## src/rtl/vga_timing_if.sv

```systemverilog
// Raster timing bundle between the VGA timing generator and the per-pixel
// colour stage.
//
// Qualifier semantics: this is a free-running stream with no backpressure.
// pix_en marks the clk cycles on which the stage advances. x, y, hsync_n,
// vsync_n and blank_n are stable for two clk cycles and change only on the
// edge after a pix_en=1 cycle. frame_start is a single-clk pulse on the first
// pixel tick of each frame. The consumer must sample x/y in the cycle they
// are presented and must never stall the producer.
interface vga_timing_if;
  logic       pix_en;
  logic [9:0] x;
  logic [9:0] y;
  logic       hsync_n;
  logic       vsync_n;
  logic       blank_n;
  logic       frame_start;

  modport master (
    output pix_en,
    output x,
    output y,
    output hsync_n,
    output vsync_n,
    output blank_n,
    output frame_start
  );

  modport slave (
    input pix_en,
    input x,
    input y,
    input hsync_n,
    input vsync_n,
    input blank_n,
    input frame_start
  );
endinterface

```

## src/rtl/vga_timing.sv

```systemverilog
// 640x480@60 Hz VGA raster generator running from the 50 MHz system clock.
// The counter origin is the start of back porch, so the active area begins
// at (H_BP, V_BP). Sync and blank are registered from the next-state counter
// values, so they line up with the presented x/y with zero skew.
module vga_timing #(
  parameter int H_BP   = 48,
  parameter int H_ACT  = 640,
  parameter int H_FP   = 16,
  parameter int H_SYNC = 96,
  parameter int V_BP   = 33,
  parameter int V_ACT  = 480,
  parameter int V_FP   = 10,
  parameter int V_SYNC = 2
) (
  input  logic  clk,
  input  logic  reset,
  vga_timing_if.master vga
);

  localparam int H_TOT = H_BP + H_ACT + H_FP + H_SYNC;
  localparam int V_TOT = V_BP + V_ACT + V_FP + V_SYNC;

  // Segment boundaries as 10-bit constants so every compare is width-matched.
  localparam logic [9:0] H_LAST      = 10'(H_TOT - 1);
  localparam logic [9:0] H_ACT_BEG   = 10'(H_BP);
  localparam logic [9:0] H_ACT_END   = 10'(H_BP + H_ACT);
  localparam logic [9:0] H_SYNC_BEG  = 10'(H_BP + H_ACT + H_FP);
  localparam logic [9:0] V_LAST      = 10'(V_TOT - 1);
  localparam logic [9:0] V_ACT_BEG   = 10'(V_BP);
  localparam logic [9:0] V_ACT_END   = 10'(V_BP + V_ACT);
  localparam logic [9:0] V_SYNC_BEG  = 10'(V_BP + V_ACT + V_FP);

  logic       pix_en_q;
  logic [9:0] x_q;
  logic [9:0] y_q;
  logic       hsync_n_q;
  logic       vsync_n_q;
  logic       blank_n_q;

  logic [9:0] x_nxt;
  logic [9:0] y_nxt;
  logic       hsync_n_nxt;
  logic       vsync_n_nxt;
  logic       blank_n_nxt;

  // Next counter values: advance on pixel ticks, wrap by explicit compare.
  always_comb begin
    x_nxt = x_q;
    y_nxt = y_q;
    if (pix_en_q) begin
      if (x_q == H_LAST) begin
        x_nxt = 10'd0;
        if (y_q == V_LAST) begin
          y_nxt = 10'd0;
        end else begin
          y_nxt = y_q + 10'd1;
        end
      end else begin
        x_nxt = x_q + 10'd1;
      end
    end
  end

  // Sync and blank decoded from the next-state counters so they register
  // alongside the counters they describe.
  always_comb begin
    hsync_n_nxt = 1'b1;
    vsync_n_nxt = 1'b1;
    blank_n_nxt = 1'b0;
    if ((x_nxt >= H_SYNC_BEG) && (x_nxt <= H_LAST)) begin
      hsync_n_nxt = 1'b0;
    end
    if ((y_nxt >= V_SYNC_BEG) && (y_nxt <= V_LAST)) begin
      vsync_n_nxt = 1'b0;
    end
    if ((x_nxt >= H_ACT_BEG) && (x_nxt < H_ACT_END) &&
        (y_nxt >= V_ACT_BEG) && (y_nxt < V_ACT_END)) begin
      blank_n_nxt = 1'b1;
    end
  end

  // State registers; reset wins over counting on every edge.
  always_ff @(posedge clk) begin
    if (reset) begin
      pix_en_q  <= 1'b0;
      x_q       <= 10'd0;
      y_q       <= 10'd0;
      hsync_n_q <= 1'b1;
      vsync_n_q <= 1'b1;
      blank_n_q <= 1'b0;
    end else begin
      pix_en_q  <= ~pix_en_q;
      x_q       <= x_nxt;
      y_q       <= y_nxt;
      hsync_n_q <= hsync_n_nxt;
      vsync_n_q <= vsync_n_nxt;
      blank_n_q <= blank_n_nxt;
    end
  end

  assign vga.pix_en      = pix_en_q;
  assign vga.x           = x_q;
  assign vga.y           = y_q;
  assign vga.hsync_n     = hsync_n_q;
  assign vga.vsync_n     = vsync_n_q;
  assign vga.blank_n     = blank_n_q;
  // Only one pixel tick per frame has x=0,y=0, so this is a one-clk pulse.
  assign vga.frame_start = pix_en_q & (x_q == 10'd0) & (y_q == 10'd0);

endmodule

```

## src/flat_wrapper.sv

```systemverilog
// flat-port wrapper written by rule: the top's interface ports become plain ports
module vga_timing_flat 
#(
  parameter int H_BP   = 48,
  parameter int H_ACT  = 640,
  parameter int H_FP   = 16,
  parameter int H_SYNC = 96,
  parameter int V_BP   = 33,
  parameter int V_ACT  = 480,
  parameter int V_FP   = 10,
  parameter int V_SYNC = 2
)
  (clk, reset, vga_pix_en, vga_x, vga_y, vga_hsync_n, vga_vsync_n, vga_blank_n, vga_frame_start);
  vga_timing_if vga_i ();
  input  logic clk;
  input  logic reset;
  output wire logic [$bits(vga_i.pix_en)-1:0] vga_pix_en;
  output wire logic [$bits(vga_i.x)-1:0] vga_x;
  output wire logic [$bits(vga_i.y)-1:0] vga_y;
  output wire logic [$bits(vga_i.hsync_n)-1:0] vga_hsync_n;
  output wire logic [$bits(vga_i.vsync_n)-1:0] vga_vsync_n;
  output wire logic [$bits(vga_i.blank_n)-1:0] vga_blank_n;
  output wire logic [$bits(vga_i.frame_start)-1:0] vga_frame_start;
  assign vga_pix_en = vga_i.pix_en;
  assign vga_x = vga_i.x;
  assign vga_y = vga_i.y;
  assign vga_hsync_n = vga_i.hsync_n;
  assign vga_vsync_n = vga_i.vsync_n;
  assign vga_blank_n = vga_i.blank_n;
  assign vga_frame_start = vga_i.frame_start;
  vga_timing #(.H_BP(H_BP), .H_ACT(H_ACT), .H_FP(H_FP), .H_SYNC(H_SYNC), .V_BP(V_BP), .V_ACT(V_ACT), .V_FP(V_FP), .V_SYNC(V_SYNC)) u_core (.clk(clk), .reset(reset), .vga(vga_i));
endmodule
```

## config.mk

```make
export PLATFORM = sky130hd
export DESIGN_NAME = vga_timing_flat
export DESIGN_NICKNAME = d
export VERILOG_FILES = /design/src/rtl/vga_timing_if.sv /design/src/rtl/vga_timing.sv /design/src/flat_wrapper.sv
export SDC_FILE = /design/constraint.sdc
export NUM_CORES = 1
export LEC_CHECK = 0
export BUFFER_PORTS_ARGS = -buffer_cell sky130_fd_sc_hd__buf_2
export CORE_MARGIN = 1
export CORE_UTILIZATION = 40
export DETAILED_ROUTE_END_ITERATION = 16
export REMOVE_ABC_BUFFERS = 1
export SYNTH_ARGS = -nofsm -noshare
export SYNTH_HDL_FRONTEND = slang
export SYNTH_SLANG_ARGS = --single-unit
```

## constraint.sdc

```tcl
create_clock -name clk -period 2.65 [get_ports clk]
set_input_delay 0.265 -clock clk [delete_from_list [all_inputs] [get_ports clk]]
set_output_delay 0.265 -clock clk [all_outputs]
set_load 0.05 [all_outputs]
```

# Word level (Yosys, flattened, before mapping)
# Index checks and enable logic that the tools add are counted.
# word_totals
reg_bits,24
latchBits,0
ram_bits,0
romBits,0
inputBits,2
mem_count,0
# classes
add_sub_neg,2
mul,0
div_mod_pow,0
order_cmp,8
eq_ne,2
shifts,0
n_mux,8
bitwise_logic,3
n_reduce_logical,7
# ops
operator,count
$mux 10,5
$add 10x1->10 const B,2
$eq 10x10->1 const B,2
$ge 10x10->1 const B,2
$ge 10x6->1 const B,2
$le 10x10->1 const B,2
$logic_not 10->1,2
$lt 10x10->1 const B,2
$logic_and 1x1->1,5
$mux 1,3
$and 1x1->1,2
$not 1->1,1

# Logic depth before layout (Yosys ltp)
# Gate-level depths: netlist (run 1).
# logic_depth
depth_word,8
depth_mapped,9

# Least setup slack after synthesis (run 1)
# No wires, ideal clock.
# synth_path
kind,register -> output
start,register u_core.pix_en_q (netlist: u_core.vga.pix_en)
end,output vga_frame_start
arrival_ns,3.002
required_time_ns,2.385
slack_ns,-0.617
path_stages_with_launch,5
path_buffers,1
cell_sequence,dfxtp_1 -> clkbuf_1 -> nor4b_1 -> nand4_1 -> nor4b_1
# synth_via
elab_chain_cells,2
# synth_lines
element,line_no,rtl
from (decl),vga_timing.sv:33,logic pix_en_q;
from (signal assigned),vga_timing.sv:92,pix_en_q <= ~pix_en_q;
$and 1x1->1 (2 in series),vga_timing.sv:108,assign vga.frame_start = pix_en_q & (x_q == 10'd0) & (y_q == 10'd0);
to (decl),flat_wrapper.sv:23,output wire logic [$bits(vga_i.frame_start)-1:0] vga_frame_start;
# Every way passes these cells.

# Final worst setup path (run 1)
# layout_path
start,register u_core.x_q[0] (netlist: u_core.vga.x[0])
end,register u_core.blank_n_q (netlist: u_core.vga.blank_n)
# layout_via
elab_chain_cells,8
# layout_lines
element,line_no,rtl
from (decl),vga_timing.sv:34,logic [9:0] x_q;
from (signal assigned),vga_timing.sv:93,x_q <= x_nxt;
$add 10x1->10 or $eq 10x10->1 (tied branches),"vga_timing.sv:59, vga_timing.sv:51",
$mux 10,vga_timing.sv:51,if (x_q == H_LAST) begin
$mux 10,vga_timing.sv:50,if (pix_en_q) begin
$ge 10x6->1 or $lt 10x10->1 (tied branches),vga_timing.sv:76,if ((x_nxt >= H_ACT_BEG) && (x_nxt < H_ACT_END) &&
$logic_and 1x1->1 (2 in series),vga_timing.sv:76,
$logic_and 1x1->1 (*),vga_timing.sv:77,(y_nxt >= V_ACT_BEG) && (y_nxt < V_ACT_END)) begin
$mux 1 (*),vga_timing.sv:76,
to (signal assigned),vga_timing.sv:97,blank_n_q <= blank_n_nxt;
to (decl),vga_timing.sv:38,logic blank_n_q;
# Mark *: on every way between the ends. The rest lies on a longest branch, timed or not.
# A chain may end at the register's enable or synchronous reset.

==> impl_metrics.csv, run 1 <==
group,metric,value,unit
place,gp_congestion,0.974,
yosys,yosysUniqueCellTypes,48,
routing,drcViolationCount,0,
critical_path,worstPathArrival,2.73,ns
cts,hold_buffers,0,
timing,finClkSkew,0.00429,ns
routing,first_pass_iters,5,
cts,ctsHtreeMaxLevel,1,
critical_path,worstSetupPathType,"flip-flop to flip-flop",
cts,ctsRootBufferMaster,"clkbuf_4",
yosys,yosysWarnings,0,
critical_path,critPathRequiredTime,2.91,ns
yosys,synth_compound_area_share,14.6,%
layout,finalNetCount,217,
floorplan,die_area,0.00386,sq mm
critical_path,crit_start,"u_core.vga.x[0]",
floorplan,rows,21,
timing,hold_viol,0,
yosys,synthTopCellsByCount,"24 x dfxtp_1, 20 x nor2_1, 11 x nand2_1",
routing,avgViaCountPerCell,5.69,
yosys,ys_ff_latch,24,
timing,fin_tns_setup,0,ns
yosys,synth_top_family_by_area,"simple AND/OR/NAND/NOR gates",
yosys,synth.largest_area_cell,"dfxtp_1",
cts,cts_setup_buffers,0,
timing,tightestPinTransition,0.543,ns
cts,cts_tree,"done",
global_routing,antenna_found_initial,0,
critical_path,crit_path_end_kind,"flip-flop",
timing,timing.final.crit_share,93.4,%
critical_path,critPathMaxFanout,4,
cts,clockBufferDepth,2,
routing,drt_iter0_drc,126,
cts,clock_latency,0.32,ns
timing,whs,0.332,ns
floorplan,dieWidth,62.1,um
global_routing,grt.total_usage,21.3,%
timing,rsz0062_at_grt,"no",
place,dpl_cell_area,0.00171,sq mm
power_and_ir_drop,ir_worst_vdd,0.000241,V
layout,final_cell_area,0.00176,sq mm
cts,path_clk_slew,0.13,ns
place,preCtsSetupSlack,0.205,ns
floorplan,die_h,62.1,um
worst_hold_path,hold_class,"input pin to flip-flop",
power_and_ir_drop,p_total,685,uW
critical_path,start_kind,"flip-flop",
routing,final_antenna_net_count,0,
timing,final_max_slew_viol_count,0,
global_routing,gr-total-overflow,0,
global_routing,grt_pass1_vias,1307,
layout,area_growth,21.8,%
routing,wire_per_inst,15.2,um
floorplan,io_pins,27,
yosys,seq_area_frac_synth,33.2,%
timing,post-route-min-period,2.48,ns
yosys,synth_area_leaders,"dfxtp_1 33%, nor2_1 5.2%, nand4_1 4.3%, xor2_1 4.2%, ha_1 3.5%",
yosys,synth_area,0.00145,sq mm
place,dp_hpwl,2950,um
yosys,syn-instance-count,174,
timing,setup_violations,0,
floorplan,core,0.00339,sq mm
yosys,synthSimpleGateAreaFrac,34.2,%
worst_hold_path,hold_start,"reset",
yosys,synth_edf_count,0,
yosys,syn_avg_cell_area,8.31,sq um
cts,clock-sinks,24,
flow_run,maxCapViolations,0,
place,port_buffers,26,
floorplan,start_util,42.6,%
timing,maxSlewHeadroom,63.7,%
yosys,synth_top_area_share,33.2,%
yosys,yosysMostFrequentCell,"dfxtp_1",
power_and_ir_drop,p_leak,0.000739,uW
timing,maxClockFrequency,404,MHz
critical_path,worstReg2RegStart,"u_core.vga.x[0]",
yosys,synth_fa_ha_area_share,3.46,%
cts,cts_made_buffers,3,
routing,via_count,1456,
cts,cts_resized,0,
yosys,synthFlopType,"dfxtp_1",
layout,n_antenna_cell,0,
status,status,"complete, no violations",
yosys,synth_xor_area_share,6.67,%
global_routing,grt_pass1_wl,6600,um
yosys,post_synth_mux_area_share,2.08,%
timing,worst_slack,0.175,ns
power_and_ir_drop,power_per_cell_area,389,mW/mm^2
global_routing,grt_max_degree,23,
layout,drive_gt1_share,25.2,%
yosys,synth_async_sr_flop_share,0,%
routing,drt-total-wl,3900,um
-- layout by cell type, fill, tap and decap left out, drive strengths merged, types with 2 or more instances in the layout --
| master | netlist | layout |
|---|---|---|
| nor2 | 20 | 20 |
| xnor2 | 4 | 4 |
| nor3b | 3 | 3 |
| a41oi | 3 | 3 |
| inv | 8 | 8 |
| o21ai | 7 | 7 |
| o22ai | 2 | 2 |
| dfxtp | 24 | 24 |
| nand2b | 2 | 2 |
| xor2 | 7 | 7 |
| clkbuf | 7 | 3 |
| nor4b | 4 | 4 |
| nand4b | 2 | 2 |
| nand2 | 11 | 11 |
| o311ai | 2 | 2 |
| ha | 4 | 4 |
| and4 | 2 | 2 |
| mux2i | 3 | 3 |
| a21oi | 4 | 4 |
| or4 | 2 | 2 |
| nand3 | 6 | 6 |
| buf | 4 | 43 |
| nor2b | 2 | 2 |
| nand4 | 10 | 10 |
| nor3 | 9 | 9 |
| nor4 | 5 | 5 |
| or3 | 2 | 2 |
-- logic make-up (layout without fill, tap and decap cells) --
kind of cell	count (synthesis)	after routing
adders and majority gates	4	4
and+or+nand+nor	84	84
AOI/OAI and AO/OA	29	29
DFF	24	24
xor gates and xnor gates	11	11
buffers and inverters	19	55
muxes	3	3
-- sequential cells by signal, indices dropped and copies added (netlist names) --
| name | count |
|---|---|
| u_core.vga.hsync_n | 1 |
| u_core.vga.pix_en | 1 |
| u_core.vga.x | 10 |
| u_core.vga.blank_n | 1 |
| u_core.vga.vsync_n | 1 |
| u_core.vga.y | 10 |
-- cell type report --
type                            count  area, sq um
Clock inverter                      1         30.0
Tap cell                           46         57.6
Clock buffer                        3         22.5
Timing Repair Buffer               43          258
Multi-Input combinational cell    131          882
Sequential cell                    24          480
Inverter                            8         30.0
Fill cell                         332         1630
-- worst paths after layout --
path	end	cells past startpoint	slack, ns
setup / recovery	u_core.vga.blank_n	7	0.17
hold / removal	u_core.vga.pix_en	2	0.33
setup reg to reg	u_core.vga.blank_n	7	0.17
hold reg to reg	u_core.vga.y[0]	2	0.59
-- worst max-delay path, cell delays in order (launching register included) --
cell and delay [ns]:
dfxtp_1 0.37, ha_1 0.26, nand4b_4 0.12, or3_4 0.36, nor4_2 0.38, a22oi_1 0.16, or4_1 0.56, a221oi_2 0.21
-- per-layer routing --
| layer | GRT usage (%) | up-vias | wire (um) |
|---|---|---|---|
| met5 | 0 | - | 0 |
| met4 | 3.78 | 0 | 38 |
| met3 | 4.78 | 9 | 271 |
| met2 | 31.2 | 62 | 1680 |
| met1 | 31.9 | 667 | 1910 |
| li1 | - | 718 | - |
-- metrics by stage --
step | util (%) | std cells
6_report | 51.9 | 256
5_1_grt | 51.9 | 256
4_1_cts | 51.9 | 256
3_5_place_dp | 50.4 | 252
3_3_place_gp | 50.4 | 252
2_1_floorplan | - | 163
-- report_power, final --
part           internal [uW]  total [uW]  switching, uW
logic                   14.6        51.4           36.7
registers                364         366           1.96
clock network            153         268            115
Power figures use the tool's default switching activity.
==> run 2: changes to the inputs <==
--- a/config.mk
+++ b/config.mk
@@ -5,6 +5,7 @@
 export SDC_FILE = /design/constraint.sdc
 export NUM_CORES = 1
 export LEC_CHECK = 0
+export ABC_AREA = 1
 export BUFFER_PORTS_ARGS = -buffer_cell sky130_fd_sc_hd__buf_2
 export CORE_MARGIN = 1
 export CORE_UTILIZATION = 40
==> run 2 against run 1 <==
  * Non-clock buffer count decreased by 17
  * Register-to-register slack improved by 0.42 ns
  * Combinational power decreased by 5.3%
  * First-iteration DRC count decreased by 19%
  * Clock-buffer cell count unchanged
  * Synthesized cell count increased by 48%
  * Critical path type is now flip-flop to output pin
  * Critical endpoint is now vga_frame_start
  * Largest power group unchanged
==> impl_metrics.csv, run 2 <==
group,metric,value,unit
place,dpl_cell_area,0.00173,sq mm
layout,final_common_cell,"nand2_1",
flow_run,maxCapViolations,0,
timing,setup_violations,0,
floorplan,dieWidth,64.4,um
status,status,"complete, no violations",
timing,post-route-min-period,2.29,ns
worst_hold_path,hold_class,"input pin to flip-flop",
layout,final_cells,330,
routing,via_count,1645,
cts,clock_latency,0.26,ns
place,dp_cells,327,
critical_path,start_kind,"flip-flop",
yosys,syn-instance-count,257,
cts,cts_tree,"done",
timing,timing.final.crit_share,86.5,%
cts,ctsRootBufferMaster,"clkbuf_8",
timing,maxClockFrequency,436,MHz
floorplan,die_h,64.4,um
layout,drive_gt1_share,16.3,%
global_routing,gr-total-overflow,0,
critical_path,r2r_cells,10,
global_routing,grt.total_usage,21.3,%
yosys,synth_edf_count,0,
yosys,synthFlopType,"dfxtp_1",
cts,cts_made_buffers,3,
routing,drcViolationCount,0,
place,port_buffers,26,
worst_hold_path,hold_depth,2,
timing,finClkSkew,0.00554,ns
critical_path,critPathMaxFanout,14,
yosys,synth_area_leaders,"dfxtp_1 31%, nand2_1 19%, nand3_1 10%, nor2_1 9.9%, inv_1 7.7%",
layout,n_antenna_cell,0,
layout,final_cell_area,0.00177,sq mm
cts,cts_resized,0,
floorplan,core,0.00369,sq mm
floorplan,start_util,42.2,%
routing,first_pass_iters,4,
yosys,yosysMostFrequentCell,"nand2_1",
yosys,synth_area,0.00156,sq mm
layout,finalNetCount,290,
routing,drt-total-wl,4020,um
yosys,seq_area_frac_synth,30.8,%
yosys,synth.largest_area_cell,"dfxtp_1",
critical_path,worstSetupPathType,"flip-flop to output pin",
routing,drt_iter0_drc,102,
layout,final_util,48.0,%
cts,ctsHtreeMaxLevel,1,
floorplan,io_pins,27,
timing,whs,0.394,ns
cts,cts_setup_buffers,0,
yosys,synth_async_sr_flop_share,0,%
global_routing,grt_pass1_vias,1482,
yosys,synthTopCellsByCount,"77 x nand2_1, 41 x nor2_1, 32 x inv_1",
yosys,syn_avg_cell_area,6.06,sq um
timing,hold_viol,0,
cts,path_clk_slew,0.08,ns
global_routing,antenna_found_initial,0,
power_and_ir_drop,ir_worst_vdd,0.000172,V
yosys,synth_top_area_share,30.8,%
layout,num-fill-cells,417,
timing,worst_slack,0.357,ns
cts,clock-sinks,24,
cts,clockBufferDepth,2,
timing,rsz0062_at_grt,"no",
timing,tightestPinTransition,0.451,ns
timing,maxSlewHeadroom,69.9,%
yosys,yosysUniqueCellTypes,26,
place,preCtsSetupSlack,0.631,ns
global_routing,grt_pass1_wl,6870,um
power_and_ir_drop,p_leak,0.000949,uW
floorplan,rows,22,
yosys,yosysWarnings,0,
routing,avgViaCountPerCell,4.98,
global_routing,grt_max_degree,20,
critical_path,crit_path_end_kind,"output pin",
place,gp_congestion,0.904,
layout,area_growth,13.7,%
layout,final_cell_mix,"77 x nand2_1, 41 x nor2_1, 32 x inv_1, 31 x nand3_1, 26 x buf_2",
floorplan,die_area,0.00415,sq mm
critical_path,critPathRequiredTime,2.38,ns
routing,wire_per_inst,12.2,um
yosys,ys_ff_latch,24,
routing,final_antenna_net_count,0,
cts,hold_buffers,0,
critical_path,worstPathArrival,2.03,ns
timing,final_max_slew_viol_count,0,
place,dp_hpwl,3210,um
power_and_ir_drop,power_per_cell_area,360,mW/mm^2
[run 2: report_power, final]
group | switching, uW | internal [uW] | total (uW)
Clock | 117 | 102 | 218
Sequential | 6.91 | 364 | 371
Combinational | 37.3 | 11.4 | 48.7
[run 2: cell type report]
class                   count  area (sq um)  area share, %
repair buffers             26           130           7.35
multi-input cells         193           923           52.2
inverters                  36           135           7.63
well taps                  48          60.1           3.39
flip-flops and latches     24           480           27.1
clock buffers               3          41.3           2.33
[run 2: through the flow]
step	power, uW	TNS [ns]
floorplan	412	-0.403
global placement	429	0
detailed placement	429	0
CTS	644	0
global route	668	0
finish	638	0
[run 2: final timing paths]
path | start | end | slack (ns)
worst max register to register | u_core.vga.pix_en | u_core.vga.blank_n | 0.59
worst min-delay path | reset | u_core.vga.pix_en | 0.39
worst max-delay path | u_core.vga.pix_en | vga_frame_start | 0.36
worst min register to register | u_core.vga.x[1] | u_core.vga.x[1] | 0.52
[run 2: cells by family (layout without fill, tap and decap cells)]
| group | Yosys count | in the layout | synth area share [%] |
|---|---|---|---|
| compound gates | 7 | 7 | 2.57 |
| simple gates | 180 | 180 | 52.4 |
| buf+inv | 40 | 65 | 9.88 |
| xor+xnor | 2 | 2 | 1.12 |
| flops | 24 | 24 | 30.8 |
| fa+ha+maj | 4 | 4 | 3.21 |
[run 2: metal layers]
layer,vias to the layer above,track usage (%),share of wire (%)
met5,-,0,0
met4,0,5.00,0.65
met3,2,3.04,4.3
met2,41,35.0,45
met1,737,29.1,50
li1,865,-,-
[run 2: critical path: stages, from the launching register on]
cell	delay [ns]
dfxtp_1	0.61
inv_1	0.21
nor4_1	0.23
nand4_1	0.13
nor4_1	0.26
buf_2	0.33
